### src/rtl/byte_addr_fetch_if.sv
// Bundle of the request/response handshake and the block-RAM read port.
// The slave side is the fetch adapter; the master side is the datapath plus the memory.
interface byte_addr_fetch_if #(
  parameter int IDX_W = 10
);
  logic             req_valid;
  logic             req_ready;
  logic [31:0]      req_addr;
  logic             mem_en;
  logic [IDX_W-1:0] mem_addr;
  logic [31:0]      mem_rdata;
  logic             rsp_valid;
  logic             rsp_ready;
  logic [31:0]      rsp_data;
  logic [31:0]      rsp_addr;
  logic [1:0]       rsp_err;

  modport slave (
    input  req_valid, req_addr, mem_rdata, rsp_ready,
    output req_ready, mem_en, mem_addr, rsp_valid, rsp_data, rsp_addr, rsp_err
  );

  modport master (
    output req_valid, req_addr, mem_rdata, rsp_ready,
    input  req_ready, mem_en, mem_addr, rsp_valid, rsp_data, rsp_addr, rsp_err
  );
endinterface

### src/rtl/byte_addr_fetch.sv
// Byte-address to word-index read adapter: checks alignment and range, issues one
// synchronous memory read and holds the word in a response slot until it is consumed.
module byte_addr_fetch #(
  parameter int IDX_W = 10
) (
  input  logic                clk,
  input  logic                rst_n,
  input  logic                flush,
  byte_addr_fetch_if.slave    bus
);

  typedef enum logic [1:0] {
    IDLE    = 2'd0,
    ISSUE   = 2'd1,
    CAPTURE = 2'd2,
    RESP    = 2'd3
  } state_t;

  state_t           state_q, state_d;
  logic             mem_en_q, mem_en_d;
  logic [IDX_W-1:0] mem_addr_q, mem_addr_d;
  logic [31:0]      rsp_data_q, rsp_data_d;
  logic [31:0]      rsp_addr_q, rsp_addr_d;
  logic [1:0]       rsp_err_q, rsp_err_d;

  logic misaligned;
  logic out_of_range;
  logic req_ready;
  logic accept;

  // Upper bits beyond the word index are checked rather than silently wrapped.
  assign misaligned   = |bus.req_addr[1:0];
  assign out_of_range = |bus.req_addr[31:IDX_W+2];
  assign req_ready    = (state_q == IDLE) && !flush;
  assign accept       = req_ready && bus.req_valid;

  always_comb begin
    state_d    = state_q;
    mem_en_d   = 1'b0;
    mem_addr_d = mem_addr_q;
    rsp_data_d = rsp_data_q;
    rsp_addr_d = rsp_addr_q;
    rsp_err_d  = rsp_err_q;

    case (state_q)
      IDLE: begin
        if (accept) begin
          rsp_addr_d = bus.req_addr;
          if (misaligned || out_of_range) begin
            rsp_err_d  = {out_of_range, misaligned};
            rsp_data_d = 32'h0;
            state_d    = RESP;
          end else begin
            mem_addr_d = bus.req_addr[IDX_W+1:2];
            mem_en_d   = 1'b1;
            state_d    = ISSUE;
          end
        end
      end
      ISSUE: begin
        state_d = CAPTURE;
      end
      CAPTURE: begin
        rsp_data_d = bus.mem_rdata;
        rsp_err_d  = 2'b00;
        state_d    = RESP;
      end
      RESP: begin
        if (bus.rsp_ready) begin
          state_d = IDLE;
        end
      end
      default: begin
        state_d = IDLE;
      end
    endcase

    // Abort wins over both handshakes; the response slot contents are simply abandoned.
    if (flush) begin
      state_d  = IDLE;
      mem_en_d = 1'b0;
    end
  end

  always_ff @(posedge clk or negedge rst_n) begin
    if (!rst_n) begin
      state_q    <= IDLE;
      mem_en_q   <= 1'b0;
      mem_addr_q <= '0;
      rsp_data_q <= 32'h0;
      rsp_addr_q <= 32'h0;
      rsp_err_q  <= 2'b00;
    end else begin
      state_q    <= state_d;
      mem_en_q   <= mem_en_d;
      mem_addr_q <= mem_addr_d;
      rsp_data_q <= rsp_data_d;
      rsp_addr_q <= rsp_addr_d;
      rsp_err_q  <= rsp_err_d;
    end
  end

  assign bus.req_ready = req_ready;
  assign bus.mem_en    = mem_en_q;
  assign bus.mem_addr  = mem_addr_q;
  assign bus.rsp_valid = (state_q == RESP);
  assign bus.rsp_data  = rsp_data_q;
  assign bus.rsp_addr  = rsp_addr_q;
  assign bus.rsp_err   = rsp_err_q;

endmodule

### src/flat_wrapper.sv
// flat-port wrapper written by rule: the top's interface ports become plain ports
module byte_addr_fetch_flat 
#(
  parameter int IDX_W = 10
)
  (clk, rst_n, flush, bus_req_valid, bus_req_addr, bus_mem_rdata, bus_rsp_ready, bus_req_ready, bus_mem_en, bus_mem_addr, bus_rsp_valid, bus_rsp_data, bus_rsp_addr, bus_rsp_err);
  byte_addr_fetch_if #(.IDX_W(IDX_W)) bus_i ();
  input  logic clk;
  input  logic rst_n;
  input  logic flush;
  input wire logic [$bits(bus_i.req_valid)-1:0] bus_req_valid;
  input wire logic [$bits(bus_i.req_addr)-1:0] bus_req_addr;
  input wire logic [$bits(bus_i.mem_rdata)-1:0] bus_mem_rdata;
  input wire logic [$bits(bus_i.rsp_ready)-1:0] bus_rsp_ready;
  output wire logic [$bits(bus_i.req_ready)-1:0] bus_req_ready;
  output wire logic [$bits(bus_i.mem_en)-1:0] bus_mem_en;
  output wire logic [$bits(bus_i.mem_addr)-1:0] bus_mem_addr;
  output wire logic [$bits(bus_i.rsp_valid)-1:0] bus_rsp_valid;
  output wire logic [$bits(bus_i.rsp_data)-1:0] bus_rsp_data;
  output wire logic [$bits(bus_i.rsp_addr)-1:0] bus_rsp_addr;
  output wire logic [$bits(bus_i.rsp_err)-1:0] bus_rsp_err;
  assign bus_i.req_valid = bus_req_valid;
  assign bus_i.req_addr = bus_req_addr;
  assign bus_i.mem_rdata = bus_mem_rdata;
  assign bus_i.rsp_ready = bus_rsp_ready;
  assign bus_req_ready = bus_i.req_ready;
  assign bus_mem_en = bus_i.mem_en;
  assign bus_mem_addr = bus_i.mem_addr;
  assign bus_rsp_valid = bus_i.rsp_valid;
  assign bus_rsp_data = bus_i.rsp_data;
  assign bus_rsp_addr = bus_i.rsp_addr;
  assign bus_rsp_err = bus_i.rsp_err;
  byte_addr_fetch #(.IDX_W(IDX_W)) u_core (.clk(clk), .rst_n(rst_n), .flush(flush), .bus(bus_i));
endmodule
### config.mk
export PLATFORM = sky130hd
export DESIGN_NAME = byte_addr_fetch_flat
export DESIGN_NICKNAME = d
export VERILOG_FILES = /design/src/rtl/byte_addr_fetch_if.sv /design/src/rtl/byte_addr_fetch.sv /design/src/flat_wrapper.sv
export SDC_FILE = /design/constraint.sdc
export NUM_CORES = 1
export LEC_CHECK = 0
export BUFFER_PORTS_ARGS = -buffer_cell sky130_fd_sc_hd__buf_4
export CAP_MARGIN = 30
export CORE_MARGIN = 3
export CORE_UTILIZATION = 50
export DETAILED_ROUTE_END_ITERATION = 8
export PLACE_DENSITY_LB_ADDON = 0.15
export SLEW_MARGIN = 30
export SYNTH_ARGS = -nofsm -noshare
export SYNTH_HDL_FRONTEND = slang
export SYNTH_SLANG_ARGS = --single-unit
### constraint.sdc
create_clock -name clk -period 5.8 [get_ports clk]
set_input_delay 0.87 -clock clk [delete_from_list [all_inputs] [get_ports clk]]
set_output_delay 0.87 -clock clk [all_outputs]
set_load 0.01 [all_outputs]
==> run metrics <==
Worst-Skew Late Latency=340 ps; f_max=384 MHz; first-pass GRT wire length=12.9 mm; unrepaired setup endpoints after global routing=false; Hold WS=479 ps; final std cells w/o fill=503; Ports=148; initial antenna violation count=0; worst-path cell chain=buf_4, nor4_2, nand3_2, nor4b_4, mux2_4; Synth Warn #=0; Max Cap Viol=0; TNS Setup=0 ps; min Tclk post-route=2610 ps; dpl cells=488; First-pass DRT Iterations=5; # fillers=438; sequential cell area=0.00198 mm2; Final Max Slew Viols=0; Syn Area/Cell=11.5 um2; class of the most critical hold timing path=flip-flop to flip-flop; Final Cycle Share=0.450; total power=2300 uW; Setup-failing EPs final=0; TritonCTS clock tree=yes; Port Buffers=147; CTS buffer count=9; # diodes=0; status=completed; Setup crit start kind=primary input; WS Path Type=primary input to flip-flop; Vert. Die Dim=85.9 um; global route overflow=0; leakage power=0.00243 uW; Data arrival, critical path=2830 ps; asr flop ratio synth=1.00; post-DR wirelength/cell=16.0 um; WP data required=6020 ps; register area share after synthesis=0.619; Core Region=0.00606 mm2; die width=85.9 um; Die Area=0.00739 mm2; Final Hold Fails=0; Clock Sinks=79; NumNets Final=497; drt drc=0; Final HPWL DP=5.63 mm; PwrDens=506 mW/mm2; GRT Util Overall=0.220; dpl ws=2830 ps; Cell Area, Synth=0.00320 mm2; DR vias=2586; VDD IR max=0.000328 V; GPL Wtd Cong=0.744; Post-CTS Setup Bufs=0; Post-Route WL=8.06 mm; number of vias per cell=5.14; vias in the first global route=2597; Clock Pin Slew Worst Setup and Hold Paths=70 ps; H-tree depth=3; Post-synth EDFFs=0; Synth Flop Type=dfrtp_1; flops & latches, synth=79; clk root buf=clkbuf_8; share of cells above drive strength 1=0.430; Setup crit end kind=flip-flop; Max-slew headroom=0.363; Resized cells post-CTS=0; Synth Net Count=351; unique cell type count in the Yosys netlist=33; Routed Antenna Nets=0; Hold-fix buffers, CTS=0; Worst-Margin Slew=951 ps; Initial Utilization=0.527; DR iter-0 viols=122; final worst setup slack=3190 ps; critical-path maximum fanout=10; CP max-delay cell=nor4b_4; cell count after synthesis=278; pin count of the biggest net entering global routing=80; slowest stage delay, CP=890 ps; clock skew=9.11 ps; Area growth, synth to finish=42.1%; # rows=28; multi-input logic area=0.00114 mm2; CTS Buffer Depth=2
metrics by stage:
stage               cell area (um2)  utilization
floorplan                      3200            -
global placement               4360        0.719
detailed placement             4360        0.719
CTS                            4540        0.749
global route                   4540        0.749
finish                         4540        0.749
cells by family after synthesis:
group | share of synthesized area
simple gates | 0.172
mux | 0.0470
buf+inv | 0.0262
fa+ha+maj | 0.0157
compound gates | 0.120
flops | 0.619
cell usage in the layout, fill, tap and decap left out, types with 2 or more instances in the layout:
cell type  count
o21ai_0        2
nor4_2         5
nand3b_1       2
ha_1           4
nor4_1         2
dfrtp_1       79
mux2_4        10
nand2_1       99
nor2_1         4
a22o_1        32
buf_4        149
nor3_1         3
inv_1          4
clkbuf_8      12
metal layers:
metal  track usage  up-vias  share of wire
li1              -     1242              -
met1         0.305     1239           0.43
met2         0.345       97           0.48
met3        0.0471        8          0.082
met4        0.0734        0          0.012
met5             0        -              0
state kept, by name, summed over array words and instances, names as in the netlist:
register / cells
u_core.state_q: 2
u_core.bus.mem_addr: 10
u_core.bus.rsp_addr: 32
u_core.bus.mem_en: 1
u_core.bus.rsp_data: 32
u_core.bus.rsp_err: 2
cell usage after synthesis (all sizes together), types with 2 or more instances:
cell type,n,share of area
buf,8,0.013
ha,4,0.016
nand2,100,0.12
o31ai,2,0.0090
dfrtp,79,0.62
nor2,4,0.0047
nor3,3,0.0047
mux2,10,0.047
nor4,7,0.023
a22o,32,0.088
inv,4,0.0047
nand3b,2,0.0047
clkbuf,7,0.0082
o21ai,2,0.0031
final cells by class:
| type | count | share of cell area |
|---|---|---|
| flip-flops and latches | 79 | 0.435 |
| multi-input cells | 180 | 0.252 |
| repair buffers | 150 | 0.249 |
| clock buffers | 13 | 0.0372 |
| well taps | 75 | 0.0207 |
| inverters | 4 | 0.00331 |
| clock inverters | 2 | 0.00303 |
worst max-delay path: cells and delay by family:
family,cells,cell delay (ps)
muxes,1,350
and+or+nand+nor,3,1480
buffers and inverters,1,120
where the power goes:
| group | internal, uW | switching [uW] |
|---|---|---|
| sequential | 793 | 134 |
| clock | 190 | 190 |
| combinational | 511 | 479 |
final timing paths:
path / startpoint / to / slack, ps / cells past startpoint
hold reg to reg: u_core.bus.rsp_addr[29] / u_core.bus.rsp_addr[29] / 480 / 2
setup / recovery: bus_req_addr[22] / u_core.bus.mem_addr[6] / 3190 / 5
min in group asynchronous: rst_n / u_core.bus.mem_addr[5] / 540 / 1
hold / removal: u_core.bus.rsp_addr[29] / u_core.bus.rsp_addr[29] / 480 / 2
setup reg to reg: u_core.state_q[0] / u_core.bus.mem_addr[6] / 3580 / 5
max in group asynchronous: rst_n / u_core.bus.rsp_addr[15] / 4750 / 1
Power figures use the tool's default switching activity.
